### config.mk
export PLATFORM = sky130hd
export DESIGN_NAME = led_scan_ctrl
export DESIGN_NICKNAME = d
export VERILOG_FILES = /design/src/rtl/led_scan_ctrl_pkg.sv /design/src/rtl/led_scan_ctrl_pwm_cmp.sv /design/src/rtl/led_scan_ctrl.sv
export SDC_FILE = /design/constraint.sdc
export NUM_CORES = 1
export LEC_CHECK = 0
export BUFFER_PORTS_ARGS = -buffer_cell sky130_fd_sc_hd__buf_2
export CELL_PAD_IN_SITES_DETAIL_PLACEMENT = 0
export CELL_PAD_IN_SITES_GLOBAL_PLACEMENT = 1
export CORE_MARGIN = 4
export CORE_UTILIZATION = 43
export DETAILED_ROUTE_END_ITERATION = 7
export PLACE_DENSITY = 0.84
export SETUP_SLACK_MARGIN = 0.02
export SYNTH_ARGS = -nofsm -noshare
export SYNTH_HDL_FRONTEND = slang
export SYNTH_SLANG_ARGS = --single-unit
export TNS_END_PERCENT = 10
### constraint.sdc
create_clock -name clk -period 3.1 [get_ports clk]
set_input_delay 0.775 -clock clk [delete_from_list [all_inputs] [get_ports clk]]
set_output_delay 0.775 -clock clk [all_outputs]
set_load 0.1 [all_outputs]
### src/rtl/led_scan_ctrl_pkg.sv
// Shared scan-controller definitions: FSM states, matrix size and the level->duty mapping.
// Define SCAN_GAMMA_EN to map pixel levels through the gamma table instead of using them linearly.
package led_scan_ctrl_pkg;

    localparam int ROWS_DEF = 8;
    localparam int SLOTS    = 15;

    typedef enum logic [1:0] {
        ST_IDLE  = 2'd0,
        ST_FETCH = 2'd1,
        ST_SHOW  = 2'd2
    } scan_state_e;

`ifdef SCAN_GAMMA_EN
    // Nibble n holds the duty for level n.
    localparam logic [63:0] GAMMA_LUT = {4'd15, 4'd13, 4'd11, 4'd10, 4'd8, 4'd7, 4'd6, 4'd5,
                                         4'd4,  4'd3,  4'd2,  4'd2,  4'd1, 4'd1, 4'd1, 4'd0};
`endif

    function automatic logic [3:0] level_to_duty(input logic [3:0] level);
`ifdef SCAN_GAMMA_EN
        return GAMMA_LUT[{level, 2'b00} +: 4];
`else
        return level;
`endif
    endfunction

endpackage

### src/rtl/led_scan_ctrl_pwm_cmp.sv
// Per-column PWM compare: maps each pixel level to a duty and drives the column while duty > slot.
module led_scan_ctrl_pwm_cmp
    import led_scan_ctrl_pkg::*;
#(
    parameter int LANES = 8
) (
    input  logic               clk,
    input  logic               rst_n,
    input  logic               enable_i,
    input  logic [LANES*4-1:0] level_i,
    input  logic [3:0]         slot_i,
    output logic [LANES-1:0]   col_drv_o
);

    logic [LANES-1:0] col_drv_d, col_drv_q;

    always_comb begin
        col_drv_d = '0;
        for (int c = 0; c < LANES; c++) begin
            col_drv_d[c] = enable_i && (level_to_duty(level_i[c*4 +: 4]) > slot_i);
        end
    end

    always_ff @(posedge clk or negedge rst_n) begin
        if (!rst_n) begin
            col_drv_q <= '0;
        end else begin
            col_drv_q <= col_drv_d;
        end
    end

    assign col_drv_o = col_drv_q;

endmodule

### src/rtl/led_scan_ctrl.sv
// LED matrix scan scheduler: fetches one row of pixel levels from the LED RAM, then shows it with
// 15-slot PWM, stepping through all rows; the RAM address port is yielded whenever the pen path is busy.
module led_scan_ctrl
    import led_scan_ctrl_pkg::*;
#(
    parameter int SLOT_CYC = 1000,
    parameter int ROWS     = ROWS_DEF
) (
    input  logic            clk,
    input  logic            rst_n,
    input  logic            enable,
    input  logic            ram_wr_busy,
    input  logic [3:0]      ram_data,
    output logic [ROWS-1:0] ram_addr_row,
    output logic [ROWS-1:0] ram_addr_col,
    output logic [ROWS-1:0] row_sel,
    output logic [ROWS-1:0] col_drv,
    output logic            frame_start
);

    localparam int RW = $clog2(ROWS);
    localparam int IW = RW + 1;
    localparam int CW = (SLOT_CYC > 1) ? $clog2(SLOT_CYC) : 1;

    localparam logic [RW-1:0]   LAST_IDX  = RW'(ROWS - 1);
    localparam logic [IW-1:0]   ISSUE_END = IW'(ROWS);
    localparam logic [CW-1:0]   LAST_CYC  = CW'(SLOT_CYC - 1);
    localparam logic [3:0]      LAST_SLOT = 4'(SLOTS - 1);
    localparam logic [ROWS-1:0] ONE_HOT0  = {{(ROWS - 1){1'b0}}, 1'b1};

    scan_state_e       state_q, state_d;
    logic [RW-1:0]     row_q, row_d;
    logic [IW-1:0]     issue_q, issue_d;
    logic              pend_q, pend_d;
    logic [RW-1:0]     pend_col_q, pend_col_d;
    logic [CW-1:0]     cyc_q, cyc_d;
    logic [3:0]        slot_q, slot_d;
    logic [ROWS*4-1:0] pix_q, pix_d;
    logic [ROWS-1:0]   row_sel_q, row_sel_d;
    logic              frame_start_q, frame_start_d;
    logic              presenting;

    // At most one read is in flight; if the pen path grabs the port before it is captured,
    // issue rewinds to that column so the buffer only ever holds confirmed reads.
    always_comb begin
        state_d    = state_q;
        row_d      = row_q;
        issue_d    = issue_q;
        pend_d     = pend_q;
        pend_col_d = pend_col_q;
        cyc_d      = cyc_q;
        slot_d     = slot_q;
        pix_d      = pix_q;

        if (!enable) begin
            state_d = ST_IDLE;
            row_d   = '0;
            pend_d  = 1'b0;
        end else begin
            case (state_q)
                ST_IDLE: begin
                    state_d = ST_FETCH;
                    row_d   = '0;
                    issue_d = '0;
                    pend_d  = 1'b0;
                end
                ST_FETCH: begin
                    if (ram_wr_busy) begin
                        if (pend_q) begin
                            issue_d = {1'b0, pend_col_q};
                            pend_d  = 1'b0;
                        end
                    end else begin
                        pend_d = 1'b0;
                        if (pend_q) begin
                            pix_d[{pend_col_q, 2'b00} +: 4] = ram_data;
                        end
                        if (issue_q != ISSUE_END) begin
                            pend_d     = 1'b1;
                            pend_col_d = issue_q[RW-1:0];
                            issue_d    = issue_q + 1'b1;
                        end
                        if (pend_q && (pend_col_q == LAST_IDX)) begin
                            state_d = ST_SHOW;
                            cyc_d   = '0;
                            slot_d  = '0;
                        end
                    end
                end
                ST_SHOW: begin
                    if (cyc_q == LAST_CYC) begin
                        cyc_d = '0;
                        if (slot_q == LAST_SLOT) begin
                            slot_d  = '0;
                            state_d = ST_FETCH;
                            row_d   = (row_q == LAST_IDX) ? '0 : row_q + 1'b1;
                            issue_d = '0;
                            pend_d  = 1'b0;
                        end else begin
                            slot_d = slot_q + 4'd1;
                        end
                    end else begin
                        cyc_d = cyc_q + 1'b1;
                    end
                end
                default: state_d = ST_IDLE;
            endcase
        end

        row_sel_d     = (state_d == ST_SHOW) ? (ONE_HOT0 << row_d) : '0;
        frame_start_d = (state_d == ST_FETCH) && (state_q != ST_FETCH) && (row_d == '0);
    end

    always_ff @(posedge clk or negedge rst_n) begin
        if (!rst_n) begin
            state_q       <= ST_IDLE;
            row_q         <= '0;
            issue_q       <= '0;
            pend_q        <= 1'b0;
            pend_col_q    <= '0;
            cyc_q         <= '0;
            slot_q        <= '0;
            pix_q         <= '0;
            row_sel_q     <= '0;
            frame_start_q <= 1'b0;
        end else begin
            state_q       <= state_d;
            row_q         <= row_d;
            issue_q       <= issue_d;
            pend_q        <= pend_d;
            pend_col_q    <= pend_col_d;
            cyc_q         <= cyc_d;
            slot_q        <= slot_d;
            pix_q         <= pix_d;
            row_sel_q     <= row_sel_d;
            frame_start_q <= frame_start_d;
        end
    end

    // Address is dropped in the same cycle the pen path claims the port.
    assign presenting   = (state_q == ST_FETCH) && !ram_wr_busy && (issue_q != ISSUE_END);
    assign ram_addr_row = presenting ? (ONE_HOT0 << row_q) : '0;
    assign ram_addr_col = presenting ? (ONE_HOT0 << issue_q[RW-1:0]) : '0;

    assign row_sel     = row_sel_q;
    assign frame_start = frame_start_q;

    led_scan_ctrl_pwm_cmp #(
        .LANES(ROWS)
    ) u_pwm_cmp (
        .clk      (clk),
        .rst_n    (rst_n),
        .enable_i (state_d == ST_SHOW),
        .level_i  (pix_d),
        .slot_i   (slot_d),
        .col_drv_o(col_drv)
    );

endmodule

==> metrics list <==
- The final hold violation count is 0.
- Setup violators final: 0
* Total non-filler cell area in the finished layout: 5654 sq um
- Headroom to the max-slew limit came out at 0.3478.
- Total gr overflow: 0
- Endpoint class of the critical path: register
- For this run, the register share of the synthesized area comes to 0.4166.
- Timing endpoint of the critical path: u_pwm_cmp.col_drv_o[7]$_DFF_PN0_
* Die footprint: 12330 sq um
* Total core area: 10320 sq um
- Total power consumption of the routed design: 2.277 mW
- Clock-pin slew was measured on the worst setup and hold paths at 80 ps.
- Data arrives at the worst endpoint at 3160 ps.
* Number of warnings issued by yosys: 0
* Total of buffers placed on input and output ports: 40
- Run status: complete, no violations
- Fin Hold WS: 501.8 ps
- Die Span X: 111.0 microns
* Critical path required time: 3330 ps
- Pre-CTS WS: -107.2 ps
* Vertical die dimension: 111.0 microns
- Fraction of synthesis flops using an asynchronous set or reset pin: 1.000
* Nets@finish: 567
- Summed over all cells, the static leakage comes to 2.687 nW.
* Number of detailed-route iterations in the first pass: 4
* Achievable clock frequency: 341.2 MHz
* Synthesized area per cell: 10.59 sq um
- In this run, synthesis produced a sequential element count of 76.
* Detailed-route wire length per cell: 15.50 microns
- Highest fanout seen on the critical path: 5
- Layout Area Growth over Synthesis: 23.84%
* Synth top area cells: dfrtp_1 42%, ha_1 15%, mux2_2 7.9%
- Via count of the first global-routing pass: 3636
* Max-slew violation count: 0
* Top flip-flop cell by instance count after synthesis: dfrtp_1
* Share of the synthesized area in the top cell type: 0.4166
- The initialized floorplan defines 37 standard-cell rows.
- Class of the tightest hold or removal check: register to register
- The root buffer cell chosen for the clock tree is clkbuf_8.
- Number of buffers inserted during clock tree synthesis: 9
- The clock reaches the later pin of the worst-skew pair after 350 ps.
- Worst reg-to-reg setup slack: 170 ps
- The worst path needs 2931 ps of the cycle, external delays included.
- The synthesized netlist occupies a cell area of 4566 sq um.
* Beginning of the worst register-to-register path: cyc_q[0]$_DFFE_PN0P_
* TritonCTS clock tree: done
* Share of the cycle needed by the critical path after routing: 0.9455
- Cell with the most instances after synthesis: dfrtp_1
- Using the TritonRoute via totals, the vias-per-cell ratio works out to 5.460.
- STA classifies the critical path startpoint as a register.
* Gate Count Post-Synth: 431
- Depth of the most critical reg-to-reg path: 13
- For the pin with the worst max-slew slack, the measured transition is 978.2 ps.
- The critical path starts at cyc_q[0]$_DFFE_PN0P_.
- Clock tree synthesis found a total of 76 sinks.
- Worst path setup slack after routing: 168.9 ps
- CTS built an H-tree with a depth of 3.
- The first global-routing pass estimated 17.48 mm of wire.
* Yosys top cell by area: dfrtp_1
- Half-perimeter wire length after detailed placement: 7.429 mm
* Max clock buf depth: 2
* IO Pins: 41
- Final worst clock skew: 9.322 ps
* Standard cell area after detailed placement: 5391 sq um
* Fraction of final layout cells sized beyond drive strength 1: 0.2686
* Antenna violations before repair: 0
* Post-synthesis cell type count: 46
- Largest net degree at the start of global routing: 77
* Power per cell area: 402.7 nW/um^2
- In the synthesized netlist, the cells that appear most often are 76 x dfrtp_1, 54 x ha_1, 32 x mux2_2.
- Number of max-capacitance violations reported: 0
- Total length of routed wires: 10.01 mm
- Initial core utilization: 0.4422
- The endpoint identified for the worst register-to-register timing path is u_pwm_cmp.col_drv_o[7]$_DFF_PN0_.
- Number of nets with antenna violations after routing: 0
- Antenna fix cells: 0
- The worst-case IR drop observed on VDD is 0.0002409 V.
- After detailed routing, the number of remaining DRC violations is 0.
- Number of nets produced by synthesis: 493
* All-layer global routing usage: 0.1707
* Iter 0 DRT Violations: 112
- Final core area utilization: 0.5477
- The critical path is of the register to register type.
- Routed via count: 3527
- Gpl congestion: 0.8632
- In this run, synthesis inferred 0 flip-flops with an integrated enable.
-- worst min-delay path by stage --
stage,start,end,cells past startpoint
finish,pix_q[9]$_DFF_PN0_,pix_q[9]$_DFF_PN0_,1
detailed placement,pix_q[0]$_DFF_PN0_,pix_q[0]$_DFF_PN0_,1
global placement,pix_q[0]$_DFF_PN0_,pix_q[0]$_DFF_PN0_,1
CTS,pix_q[0]$_DFF_PN0_,pix_q[0]$_DFF_PN0_,1
global route,pix_q[1]$_DFF_PN0_,pix_q[1]$_DFF_PN0_,1
floorplan,pix_q[0]$_DFF_PN0_,pix_q[0]$_DFF_PN0_,1
-- layout make-up --
| type | count | area (sq um) |
|---|---|---|
| multi-input cells | 327 | 2595 |
| clock buffers | 11 | 131.4 |
| well taps | 136 | 170.2 |
| fillers | 882 | 4669 |
| repair buffers | 73 | 703.2 |
| inverters | 18 | 67.56 |
| flip-flops and latches | 76 | 1902 |
| clock inverters | 5 | 85.08 |
-- state kept, by name, indices dropped and copies added, names as in the netlist --
name	count
pend_q	1
issue_q	4
frame_start	1
cyc_q	10
pend_col_q	3
u_pwm_cmp.col_drv_o	8
row_q	3
pix_q	32
row_sel	8
slot_q	4
state_q	2
-- cell families (layout without fill, tap and decap cells) --
| kind of cell | after synthesis | after routing | share of synthesized area |
|---|---|---|---|
| compound gates | 73 | 73 | 0.1050 |
| fa+ha+maj | 54 | 54 | 0.1480 |
| buf+inv | 28 | 107 | 0.02466 |
| flops | 76 | 76 | 0.4166 |
| mux | 48 | 48 | 0.1140 |
| simple gates | 152 | 152 | 0.1918 |
-- per-stage QoR --
stage | TNS (ps) | instances
detailed placement | -556.5 | 629
CTS | 0 | 645
floorplan | -1.754 | 431
global route | -52.81 | 646
finish | 0 | 646
global placement | 0 | 629
-- power breakdown --
part           total (mW)  switching, mW  leakage, nW  internal (mW)
clock network       0.835          0.377        0.104          0.459
logic               0.398          0.254         1.53          0.144
registers            1.04         0.0254         1.06           1.02
-- layout by cell type (no fill, tap or decap), types with 16 or more instances in the layout --
| cell | Yosys | layout |
|---|---|---|
| a21oi_1 | 18 | 16 |
| and3_1 | 20 | 19 |
| buf_12 | 0 | 17 |
| buf_2 | 2 | 23 |
| buf_4 | 1 | 33 |
| dfrtp_1 | 76 | 76 |
| ha_1 | 54 | 53 |
| inv_1 | 18 | 18 |
| mux2_2 | 32 | 32 |
| mux2i_1 | 16 | 16 |
| nand2_1 | 22 | 22 |
| nor2_1 | 20 | 19 |
| nor3_1 | 18 | 16 |
| o21ai_0 | 24 | 22 |
-- metal layers --
| layer | track usage | vias up | wire (microns) | share of wire |
|---|---|---|---|---|
| li1 | - | 1732 | - | - |
| met1 | 0.2157 | 1727 | 4657 | 0.47 |
| met2 | 0.2864 | 55 | 4838 | 0.48 |
| met3 | 0.03657 | 13 | 372 | 0.037 |
| met4 | 0.06569 | 0 | 144 | 0.014 |
| met5 | 0 | - | 0 | 0 |
-- what timing repair did --
action,CTS,global route
hold buffers,0,0
setup endpoints to repair,8,8
buffers inserted,0,1
pin swaps,0,1
resized for setup,1,11
endpoints found under the hold margin,0,0
-- worst max-delay path, cell delays in order (launching register included) --
cell and delay (ps):
dfrtp_1 380, ha_2 200, nand4_2 100, or3_4 350, or3_4 410, buf_4 150
o21a_1 190, buf_4 170, ha_1 300, nor2b_1 130, o21ai_0 150, nand2b_1 90
a21oi_2 140, nor3_1 60
No activity file was read; power rests on OpenSTA's default activity.
